**config.mk**
```make
export PLATFORM = sky130hd
export DESIGN_NAME = axis_demux_n
export DESIGN_NICKNAME = d
export VERILOG_FILES = /design/src/rtl/axis_demux_n.sv
export SDC_FILE = /design/constraint.sdc
export NUM_CORES = 1
export LEC_CHECK = 0
export CAP_MARGIN = 10
export CORE_MARGIN = 2
export CORE_UTILIZATION = 49
export CTS_BUF_LIST = sky130_fd_sc_hd__clkbuf_2
export DETAILED_ROUTE_END_ITERATION = 16
export GPL_TIMING_DRIVEN = 0
export PLACE_DENSITY = 0.94
export SYNTH_ARGS = -nofsm -noshare
export SYNTH_HDL_FRONTEND = slang
export SYNTH_SLANG_ARGS = --single-unit
```
**constraint.sdc**
```tcl
create_clock -name clk -period 4 [get_ports clk]
set_input_delay 1.2 -clock clk [delete_from_list [all_inputs] [get_ports clk]]
set_output_delay 1.2 -clock clk [all_outputs]
set_load 0.03 [all_outputs]
```
**src/rtl/axis_demux_n.sv**
```systemverilog
// axis_demux_n: AXI-Stream 1-to-N packet demux (per-packet dest lock via sel, out-of-range drop with saturating drop_cnt, busy while LOCKED, 2-entry skid output stage driving replicated m_axis_tdata/tlast and per-port m_axis_tvalid)
module axis_demux_n #(
  parameter int WIDTH = 16,
  parameter int N_OUT = 4,
  parameter int SEL_W = $clog2(N_OUT) + 1
) (
  input  logic                   clk,
  input  logic                   rst,
  input  logic [WIDTH-1:0]       s_axis_tdata,
  input  logic                   s_axis_tvalid,
  output logic                   s_axis_tready,
  input  logic                   s_axis_tlast,
  output logic [N_OUT*WIDTH-1:0] m_axis_tdata,
  output logic [N_OUT-1:0]       m_axis_tvalid,
  input  logic [N_OUT-1:0]       m_axis_tready,
  output logic [N_OUT-1:0]       m_axis_tlast,
  input  logic [SEL_W-1:0]       sel,
  output logic                   busy,
  output logic [15:0]            drop_cnt
);
  localparam int IW = $clog2(N_OUT);
  typedef enum logic {IDLE, LOCKED} state_t;
  state_t state, state_nx;
  logic [SEL_W-1:0] cur_sel, dst;
  logic acc, drop, push, consume, skid_nx, ready;
  logic out_valid, skid_valid, out_last, skid_last;
  logic [WIDTH-1:0] out_data, skid_data;
  logic [IW-1:0] out_dst, skid_dst;
  assign dst = state == LOCKED ? cur_sel : sel;
  assign acc = s_axis_tvalid && ready;
  assign drop = acc && dst >= SEL_W'(N_OUT);
  assign push = acc && !drop;
  assign consume = out_valid && m_axis_tready[out_dst];
  assign skid_nx = skid_valid ? !consume : push && out_valid && !consume;
  always_ff @(posedge clk)
    if (rst) state <= IDLE;
    else state <= state_nx;
  always_comb state_nx = acc ? (s_axis_tlast ? IDLE : LOCKED) : state;
  always_comb busy = state == LOCKED;
  always_ff @(posedge clk)
    if (rst) cur_sel <= '0;
    else if (acc && state == IDLE) cur_sel <= sel;
  always_ff @(posedge clk)
    if (rst) drop_cnt <= '0;
    else if (drop && drop_cnt != 16'hFFFF) drop_cnt <= drop_cnt + 16'd1;
  always_ff @(posedge clk) begin
    if (rst) begin
      out_valid <= 1'b0;
      out_data <= '0;
      out_last <= 1'b0;
      out_dst <= '0;
      skid_valid <= 1'b0;
      skid_data <= '0;
      skid_last <= 1'b0;
      skid_dst <= '0;
      ready <= 1'b0;
    end else begin
      if (!out_valid || consume) begin
        out_valid <= skid_valid || push;
        if (skid_valid) begin
          out_data <= skid_data;
          out_last <= skid_last;
          out_dst <= skid_dst;
        end else if (push) begin
          out_data <= s_axis_tdata;
          out_last <= s_axis_tlast;
          out_dst <= dst[IW-1:0];
        end
      end
      if (!skid_valid && skid_nx) begin
        skid_data <= s_axis_tdata;
        skid_last <= s_axis_tlast;
        skid_dst <= dst[IW-1:0];
      end
      skid_valid <= skid_nx;
      ready <= !skid_nx;
    end
  end
  assign s_axis_tready = ready;
  assign m_axis_tdata = {N_OUT{out_data}};
  assign m_axis_tlast = {N_OUT{out_last}};
  for (genvar i = 0; i < N_OUT; i++) begin : g_valid
    assign m_axis_tvalid[i] = out_valid && out_dst == IW'(i);
  end
endmodule
```
### After elaboration in Yosys (flattened, before gate mapping)

Index checks and enable logic that the tools add are counted.

| word-level totals | value |
|---|---|
| input port bits | 27 |
| output and inout port bits | 90 |
| bits in registers | 61 |

| cells by class | value |
|---|---|
| add/subtract/negate cells | 1 |
| equal/unequal tests | 4 |
| order comparisons | 2 |
| muxes and demuxes | 11 |
| reduce and logical (&&, ||, !) cells | 23 |
| bitwise gates (word level) | 1 |

Operator list:

| kind | count |
|---|---|
| 16-bit 2-to-1 mux | 2 |
| 16-bit by 1-bit adder with 16-bit output, second input constant | 1 |
| 16-bit != test, second input constant | 1 |
| 1-bit logical AND | 13 |
| 1-bit zero test | 5 |
| 1-bit 2-to-1 mux | 5 |
| 2-bit == test, second input constant | 2 |
| 2-bit 2-to-1 mux | 2 |
| 3-bit >= comparator, second input constant | 1 |
| 2-bit by 3-bit < comparator with 1-bit output, second input constant | 1 |
| 3-bit 2-to-1 mux | 1 |
| 1-bit binary-select mux with 2-bit select | 1 |
| 2-bit by 1-bit == test with 1-bit output, second input constant | 1 |
| 2-bit zero test | 1 |
| 1-bit logical OR | 2 |
| 2-bit AND reduction | 1 |
| 2-bit nonzero test | 1 |
| 1-bit NOT | 1 |

### Depth between registers and ports, before layout

Gate-level depths: netlist (run 1).

| depth | value |
|---|---|
| word-level depth | 9 |
| mapped depth | 7 |
| depth with buffers taken out | 5 |

### Worst setup path after synthesis (run 1)

Ideal clock, no wire load.

| timing | value |
|---|---|
| path type | input-to-reg |
| start point | input m_axis_tready[3] |
| end point | register skid_data[10] |
| stages | 6 |
| arrival time | 2.562 ns |
| path buffers | 2 |
| path slack | 1.306 ns |
| cell sequence | mux4_2 -> or4_1 -> buf_2 -> buf_6 -> nand2_1 -> a21oi_1 |

| on the way | value |
|---|---|
| word-level cells in the longest chain between the ends | 7 |

RTL lines:

| what | RTL line | RTL |
|---|---|---|
| from (decl) | 15 | `input logic [N_OUT-1:0] m_axis_tready,` |
| 1-bit binary-select mux with 2-bit select (*) | 33 | `assign consume = out_valid && m_axis_tready[out_dst];` |
| 1-bit 2-to-1 mux (implied by the code) (*) | 33 |  |
| 1-bit logical AND (*) | 33 |  |
| 1-bit zero test (*) | 34 | `assign skid_nx = skid_valid ? !consume : push && out_valid && !consume;` |
| 1-bit logical AND | 34 |  |
| 1-bit 2-to-1 mux (*) | 34 |  |
| 1-bit logical AND (*) | 70 | `if (!skid_valid && skid_nx) begin` |
| to (signal assigned) | 71 | `skid_data <= s_axis_tdata;` |
| to (decl) | 27 | `logic [WIDTH-1:0] out_data, skid_data;` |

Mark *: on every way between the ends. The rest lies on a longest branch, timed or not. The select of a mux whose other input is x is not followed.
A chain may end at the register's enable or synchronous reset.

### Final worst setup path (run 1)

| timing | value |
|---|---|
| start point | register out_valid |
| end point | output m_axis_tvalid[0] |

| on the way | value |
|---|---|
| word-level cells in the longest chain between the ends | 1 |

RTL lines:

| what | RTL line | RTL |
|---|---|---|
| from (decl) | 26 | `logic out_valid, skid_valid, out_last, skid_last;` |
| from (signal assigned) | 59 | `out_valid <= skid_valid \|\| push;` |
| 1-bit logical AND | 83 | `assign m_axis_tvalid[i] = out_valid && out_dst == IW'(i);` |
| to (decl) | 14 | `output logic [N_OUT-1:0] m_axis_tvalid,` |

Every way passes these cells.

==> results of run 1 <==
-- synthesized netlist by cell type (2+ instances only) --
| cell type | n | share of area |
|---|---|---|
| dfxtp_1 | 61 | 0.39 |
| a21oi_1 | 55 | 0.089 |
| buf_4 | 52 | 0.13 |
| nand2_1 | 45 | 0.054 |
| mux2i_1 | 20 | 0.065 |
| a211oi_1 | 19 | 0.046 |
| nor2_1 | 16 | 0.019 |
| clkbuf_1 | 14 | 0.017 |
| o21ai_0 | 11 | 0.018 |
| or4_1 | 9 | 0.022 |
| nand3_1 | 8 | 0.013 |
| o31ai_1 | 7 | 0.017 |
| buf_2 | 6 | 0.0097 |
| nand4_1 | 6 | 0.012 |
| inv_1 | 5 | 0.0061 |
| mux2_2 | 3 | 0.011 |
| nor2b_1 | 3 | 0.0061 |
| o41ai_1 | 3 | 0.0085 |
| or3_1 | 3 | 0.0061 |
| buf_1 | 2 | 0.0024 |
| nor4_2 | 2 | 0.0081 |
| o221a_2 | 2 | 0.0073 |
| or2_2 | 2 | 0.0040 |
-- critical path: stages (launching register included) --
cell and delay (ns):
dfxtp_1 0.43, inv_1 0.09, nor3_1 0.24, clkdlybuf4s50_1 0.75
-- stage by stage --
| stage | worst slack [ns] | utilization | hold WS (ns) | instances | area, um2 |
|---|---|---|---|---|---|
| final | 0.802 | 0.743 | 0.467 | 574 | 4480 |
| after global routing | 0.728 | 0.743 | 0.488 | 574 | 4480 |
| after CTS | 0.794 | 0.743 | 0.467 | 574 | 4480 |
| after detailed placement | 0.498 | 0.721 | 0.446 | 558 | 4350 |
| after global placement | 0.530 | 0.721 | 0.441 | 558 | 4350 |
| after floorplan | 1.31 | - | 0.436 | 368 | 3100 |
-- where the power goes --
group / switching [mW] / internal (mW)
Sequential: 0.0207 / 0.626
Clock: 0.224 / 0.209
Combinational: 0.185 / 0.166
-- area by class of cell --
type                       count  area (um2)
clock inverter                 5        75.1
fill                         464        1550
multi-input combinational    227        1370
sequential                    61        1220
tap                           75        93.8
inverter                       5        18.8
timing repair buffer         115        1150
buffer                        75         492
clock buffer                  11        55.1
-- sequential cells by signal, indices dropped and copies added (netlist names) --
signal / cells
out_last: 1
out_dst: 2
cur_sel: 3
out_data: 16
skid_data: 16
skid_dst: 2
skid_valid: 1
busy: 1
skid_last: 1
drop_cnt: 16
s_axis_tready: 1
out_valid: 1
-- routing by layer --
metal | track usage | routed length [um] | vias up | part of all wire
li1 | - | - | 1508 | -
met1 | 0.294 | 3460 | 1503 | 0.39
met2 | 0.446 | 4670 | 125 | 0.53
met3 | 0.0455 | 474 | 19 | 0.054
met4 | 0.126 | 224 | 0 | 0.025
met5 | 0 | 0 | - | 0
-- cells in the final DEF (no fill, tap or decap), types with 2 or more instances in the layout --
cell type	instances
nor2b_1	3
clkdlybuf4s50_1	115
clkbuf_1	14
buf_4	52
buf_2	6
o221a_2	2
o41ai_1	3
buf_1	2
nor2_1	16
or2_2	2
mux2_2	3
inv_1	5
nand4_1	6
or4_1	9
mux2i_1	20
o21ai_0	11
a211oi_1	19
nand2_1	45
nand3_1	8
nor4_2	2
o31ai_1	7
bufinv_16	2
or3_1	3
clkbuf_2	11
a21oi_1	55
clkinv_2	3
dfxtp_1	61
-- logic make-up after synthesis --
| kind of cell | after synthesis | share of synthesized area |
|---|---|---|
| muxes | 24 | 0.0827 |
| adders and majority gates | 1 | 0.00403 |
| buffers and inverters | 80 | 0.165 |
| and+or+nand+nor | 102 | 0.162 |
| DFF | 61 | 0.394 |
| AOI/OAI and AO/OA | 100 | 0.193 |
-- worst min-delay path by stage --
stage                             start            end  slack, ns
final                      skid_data[5]   skid_data[5]       0.47
after global routing       skid_data[1]   skid_data[1]       0.49
after CTS                  skid_data[5]   skid_data[5]       0.47
after detailed placement   skid_data[5]   skid_data[5]       0.45
after global placement    skid_data[14]  skid_data[14]       0.44
after floorplan            skid_data[0]   skid_data[0]       0.44
==> results.ini, run 1 <==
[run_status]
status=finished clean

[routing]
vias_per_cell=5.50
final_antenna_net_count=0
drt_iter0_drc=202
drc_errors=0
drt-pass1-iter-count=7
vias=3155
routed_wl_mm=8.82
wl_per_cell_um=15.4

[logic_synthesis]
yosysWarnings=0
ys_seq_area_frac=0.394
async_reset_ff_frac=0
avgSynthCellArea_um2=8.43
netlist_area_mm2=0.00310
syn_inst=368
synth_flop_cell=dfxtp_1
synth_nets=396
synth.distinct_cells=37
synth-edff-count=0
synth-seq-cells=61

[sta]
clock.fmax_mhz=313
hold_violations=0
drv_slew=0
rsz0062_at_grt=false
min_period_over_period=0.799
tns_ns=0
relSlewSlack=0.479
worst_pin_slew_ns=0.774
fin_crit_ns=3.20
skew_ns=0.0138
setup_viol=0

[critical_path]
crit_type=reg -> out
r2r.worst_path.cells=6
worstPathRequired_ns=2.80
setup.worst_path.start=out_valid
end_kind=output port
reg2reg_to=drop_cnt[7]
crit_path_start_kind=flop
arrival_ns=2.00
r2r_start=drop_cnt[0]
worstPathMaxFanout=6
endpoint=m_axis_tvalid[0]
rrSetupSlack_ns=1.63

[layout]
nets=522
diodes=0
drive_above_1_share=0.170
area_delta_synth_final_pct=44.3

[die]
die_w_um=83.6
rows=28
ioPinCount=117
dieHeight_um=83.6
core_area_mm2=0.00603
initial_core_util=0.515
die_area_mm2=0.00698

[grt]
grt_usage=0.254
antenna_found_initial=0
grt_pass1_wl_mm=14.5
grt_pass1_vias=3167
grt_overflow=0
grt_start_max_net_pins=11

[worst_hold_path]
holdPathStages=2
hp-class=reg -> reg

[place]
port_buffers=115
dp_hpwl_mm=6.50
gp_congestion=0.850

[cts]
cts_root_buf=clkbuf_2
worstSkewPairLatency_ns=0.48
cts_htree_levels=3
postCtsHoldBufs=0
cts_sinks=61
post_cts_buffers=0
cts_tree=done
cts-buffers-inserted=9
postCtsResizedCells=0
clkSlewWorstSetupHoldPaths_ns=0.17
clk_path_buf_depth=2

[pwr]
power_density_mw_per_mm2=320
power_mw=1.43
peakVddDrop_mv=0.195
leakagePower_nw=1.60

[job]
max_cap_violations=0

Note: power is estimated with default switching activity, not from simulation.
==> inputs of run 2 (changes only) <==
--- a/config.mk
+++ b/config.mk
@@ -7,11 +7,11 @@
 export LEC_CHECK = 0
 export CAP_MARGIN = 10
 export CORE_MARGIN = 2
-export CORE_UTILIZATION = 49
+export CORE_UTILIZATION = 41
 export CTS_BUF_LIST = sky130_fd_sc_hd__clkbuf_2
 export DETAILED_ROUTE_END_ITERATION = 16
 export GPL_TIMING_DRIVEN = 0
-export PLACE_DENSITY = 0.94
+export PLACE_DENSITY = 0.84
 export SYNTH_ARGS = -nofsm -noshare
 export SYNTH_HDL_FRONTEND = slang
 export SYNTH_SLANG_ARGS = --single-unit
==> constraint.sdc (replaced) <==
create_clock -name clk -period 2.9 [get_ports clk]
set_input_delay 0.87 -clock clk [delete_from_list [all_inputs] [get_ports clk]]
set_output_delay 0.87 -clock clk [all_outputs]
set_load 0.03 [all_outputs]
==> run 2 against run 1 <==
- via count down 4.1%
- critical path depth unchanged
- clock skew up 0.0081 ns
- first-iteration DRC count down 41%
- cell count up 4.2%
- largest power group unchanged
- highest routed layer unchanged
==> results.ini, run 2 (synthesized netlist as in run 1, its figures left out) <==
[run_status]
status=finished clean

[cts]
clkSlewWorstSetupHoldPaths_ns=0.15
cts_tree=done
post_cts_buffers=0
cts-buffers-inserted=9
cts_htree_levels=3
cts_sinks=61
clk_path_buf_depth=2
cts_root_buf=clkbuf_2
postCtsHoldBufs=0
postCtsResizedCells=0
worstSkewPairLatency_ns=0.49

[routing]
vias_per_cell=5.06
drc_errors=0
routed_wl_mm=8.25
drt-pass1-iter-count=4
final_antenna_net_count=0
drt_iter0_drc=120
wl_per_cell_um=13.8
vias=3026

[place]
gp_congestion=0.826
placed_cells=582
dp_hpwl_mm=6.29
port_buffers=115

[sta]
skew_ns=0.0219
worst_pin_slew_ns=0.762
drv_slew=0
setup_viol=0
fin_crit_ns=2.80
relSlewSlack=0.488
min_period_over_period=0.966
clock.fmax_mhz=357
hold_violations=0
rsz0062_at_grt=false

[die]
core_area_mm2=0.00729
rows=31
dieHeight_um=91.0
initial_core_util=0.425
die_w_um=91.0
die_area_mm2=0.00828
ioPinCount=117

[layout]
seqCellArea_mm2=0.00122
drive_above_1_share=0.168
top_regs=drop_cnt x16, out_data x16, skid_data x16
nFillCells=664
area_delta_synth_final_pct=44.5
instances_no_fill=598
nets=522
final_common_cell=clkdlybuf4s50_1
diodes=0
multi_input_area_mm2=0.00137
final_cell_mix=clkdlybuf4s50_1, dfxtp_1, a21oi_1, buf_4, nand2_1

[critical_path]
crit_path_start_kind=flop
arrival_ns=1.93
worstPathMaxFanout=6
worstPathRequired_ns=2.03
crit_type=reg -> out
end_kind=output port

[grt]
antenna_found_initial=0
grt_pass1_wl_mm=13.4
grt_pass1_vias=2820
grt_overflow=0
grt_usage=0.198
grt_start_max_net_pins=11

[worst_hold_path]
hp-class=reg -> reg

[pwr]
power_frac_clock=0.270
seqPwrFrac=0.476
power_mw=1.87
power_density_mw_per_mm2=418
switching_share=0.310
pwr-share-comb=0.255
switchingPower_mw=0.581
leakagePower_nw=1.58
p_int_mw=1.29
peakVddDrop_mv=0.248

[job]
max_cap_violations=0

-- run 2: cell count changes in the layout (fill, tap and decap cells not counted) --
cell	change
clkinvlp_4	+1
clkinv_1	+1
bufinv_16	-1
clkinv_2	-1
-- run 2: power by group through the flow --
stage / logic, mW / registers, mW / clock network, mW
2_1_floorplan: 0.254 / 0.938 / 0
3_3_place_gp: 0.472 / 0.908 / 0
3_5_place_dp: 0.480 / 0.909 / 0
4_1_cts: 0.481 / 0.892 / 0.519
5_1_grt: 0.506 / 0.897 / 0.550
6_report: 0.477 / 0.891 / 0.505
-- run 2: final timing paths --
kind / cells past startpoint / endpoint / slack [ns] / start
hold / removal: 2 / skid_data[14] / 0.47 / skid_data[14]
setup reg to reg: 6 / drop_cnt[3] / 0.59 / drop_cnt[0]
setup / recovery: 3 / m_axis_tvalid[0] / 0.1 / out_valid
hold reg to reg: 2 / skid_data[14] / 0.47 / skid_data[14]
-- run 2: critical path, cell delays in order (launching register included) --
cell	delay [ns]
dfxtp_1	0.46
inv_1	0.10
nor3_1	0.18
clkdlybuf4s50_1	0.72
-- run 2: through the flow --
stage               cell area, um2  setup slack [ns]  TNS (ns)   util  hold slack (ns)
floorplan                     3100             0.536         0      -            0.436
global placement              4380            -0.247     -2.47  0.600            0.442
detailed placement            4380            -0.263     -2.55  0.600            0.448
CTS                           4480            0.0677         0  0.615            0.469
global route                  4480            0.0248         0  0.615            0.494
finish                        4480            0.0983         0  0.615            0.468
-- run 2: layout make-up --
type | count | share of cell area
Sequential cell | 61 | 0.272
Clock inverter | 5 | 0.0114
Inverter | 5 | 0.00419
Tap cell | 99 | 0.0276
Clock buffer | 11 | 0.0123
Multi-Input combinational cell | 227 | 0.306
Timing Repair Buffer | 115 | 0.257
Buffer | 75 | 0.110
-- run 2: per-layer routing --
| metal | vias to the layer above | GRT usage | routed length [um] | part of all wire |
|---|---|---|---|---|
| met2 | 99 | 0.338 | 4040 | 0.49 |
| li1 | 1514 | - | - | - |
| met4 | 0 | 0.0859 | 123 | 0.015 |
| met5 | - | 0 | 0 | 0 |
| met3 | 11 | 0.0432 | 533 | 0.065 |
| met1 | 1402 | 0.239 | 3550 | 0.43 |
==> inputs of run 3 (changes only) <==
--- a/config.mk
+++ b/config.mk
@@ -6,6 +6,7 @@
 export NUM_CORES = 1
 export LEC_CHECK = 0
 export CAP_MARGIN = 10
+export CORE_ASPECT_RATIO = 1.75
 export CORE_MARGIN = 2
 export CORE_UTILIZATION = 41
 export CTS_BUF_LIST = sky130_fd_sc_hd__clkbuf_2
==> run 3 against run 2 <==
- utilization down 1.0 points
- sequential share of layout area down 0.16 points
- via count up 1.9%
- total power up 6.4%
- critical endpoint is now m_axis_tvalid[3]
- clock skew about the same
- sequential power about the same
- register-to-register slack better by 0.03 ns
- worst setup slack better by 0.11 ns
- critical path type unchanged
- clock power up 23%
==> results.ini, run 3 (synthesized netlist as in run 1, its figures left out) <==
[worst_hold_path]
holdPathStages=2
holdCritStartpoint=skid_data[1]
hp-class=reg -> reg
holdPathEnd=skid_data[1]

[critical_path]
r2r_start=drop_cnt[0]
reg2reg_to=drop_cnt[3]
arrival_ns=1.82
crit_path_start_kind=flop
r2r.worst_path.cells=6
worstPathRequired_ns=2.03
worstPathMaxFanout=6
end_kind=output port
cp_cell_sequence=and3_1 -> clkdlybuf4s50_1
rrSetupSlack_ns=0.62
slowest_delay_ns=0.67
crit_type=reg -> out
critPathSlowestCell=clkdlybuf4s50_1

[pwr]
leakagePower_nw=1.61
seqPwrFrac=0.448
p_int_mw=1.38
power_density_mw_per_mm2=442
switching_share=0.307
pwr-share-comb=0.240
switchingPower_mw=0.612
power_frac_clock=0.312
peakVddDrop_mv=0.364
power_mw=1.99

[grt]
grt_pass1_wl_mm=13.6
grtUsageMet2=0.370
grtUsageMet3=0.0448
grt_start_max_net_pins=13
top_usage_layer=met2
grt_usage=0.202
groute.layer.met1.usage=0.209
grt_overflow=0
grt_pass1_vias=2969
antenna_found_initial=0

[die]
ioPinCount=117
die_area_mm2=0.00830
rows=42
dieHeight_um=119
core_area_mm2=0.00746
initial_core_util=0.416
die_w_um=69.8

[sta]
fin_crit_ns=2.69
setup_viol=0
hold_violations=0
relSlewSlack=0.439
min_period_over_period=0.929
skew_ns=0.0214
rsz0062_at_grt=false
drv_slew=0
layout_setup_ws_ns=0.206
clock.fmax_mhz=371
worst_pin_slew_ns=0.834

[cts]
cts_sinks=61
worstSkewPairLatency_ns=0.49
cts_htree_levels=3
cts_tree=done
cts_root_buf=clkbuf_2
clkSlewWorstSetupHoldPaths_ns=0.18
cts-buffers-inserted=9
clk_path_buf_depth=2

[layout]
fin_area_mm2=0.00451
drive_above_1_share=0.170
final_cell_mix=clkdlybuf4s50_1, dfxtp_1, a21oi_1, buf_4, nand2_1
area_delta_synth_final_pct=45.4
instances_no_fill=587
top_regs=drop_cnt x16, out_data x16, skid_data x16
fin_util=0.604
nets=522
diodes=0
final_common_cell=clkdlybuf4s50_1

[routing]
vias_per_cell=5.25
vias=3083
drt-pass1-iter-count=4
final_antenna_net_count=0
drt_iter0_drc=135
drc_errors=0
wl_per_cell_um=14.3
routed_wl_mm=8.37

[place]
placed_cells=571
pre_cts_slack_ns=-0.223
port_buffers=115
dp_hpwl_mm=6.58
place_area_mm2=0.00436
gp_congestion=0.784

[job]
max_cap_violations=0

[run_status]
status=finished clean

## run 3: how the worst max path moves through the flow
stage,slack (ns),end,from,depth (start not counted)
2_1_floorplan,0.54,skid_data[10],m_axis_tready[3],6
3_3_place_gp,-0.20,out_data[13],s_axis_tvalid,7
3_5_place_dp,-0.22,out_data[5],s_axis_tvalid,7
4_1_cts,0.08,m_axis_tvalid[0],out_valid,3
5_1_grt,0.08,m_axis_tvalid[1],out_dst[0],3
6_report,0.21,m_axis_tvalid[3],out_dst[1],2
## run 3: cell type report
| cell class | count | area, um2 |
|---|---|---|
| Tap cell | 88 | 110 |
| Clock buffer | 9 | 45.0 |
| Buffer | 75 | 492 |
| Inverter | 5 | 18.8 |
| Sequential cell | 61 | 1220 |
| Clock inverter | 7 | 98.8 |
| Fill cell | 670 | 2950 |
| Timing Repair Buffer | 115 | 1150 |
| Multi-Input combinational cell | 227 | 1370 |
## run 3: metrics by stage
stage	hold slack, ns	setup TNS, ns
after floorplan	0.436	0
final	0.472	0
after global placement	0.441	-1.86
after CTS	0.469	0
after detailed placement	0.448	-2.13
after global routing	0.490	0
## run 3: critical path: cells and delay by family (launching register included)
kind	cells	cell delay, ns
buf+inv	1	0.67
flops	1	0.49
simple gates	1	0.19
## run 3: power by group through the flow
stage	registers (mW)	logic (mW)	clock network, mW
after CTS	0.893	0.483	0.637
final	0.892	0.479	0.622
after detailed placement	0.910	0.483	0
after global placement	0.908	0.471	0
after floorplan	0.938	0.254	0
after global routing	0.898	0.506	0.673
## run 3: per-layer routing
metal | wire, um | part of all wire | up-vias
met5 | 0 | 0 | -
met4 | 272 | 0.032 | 0
met3 | 511 | 0.061 | 21
met2 | 4550 | 0.54 | 117
met1 | 3040 | 0.36 | 1434
li1 | - | - | 1511
## run 3: timing repair
item                                    4_1_cts  5_1_grt
hold buffers                                  0        0
endpoints found under the setup margin        0        1
resized for setup                             0        1
buffers inserted                              0        0
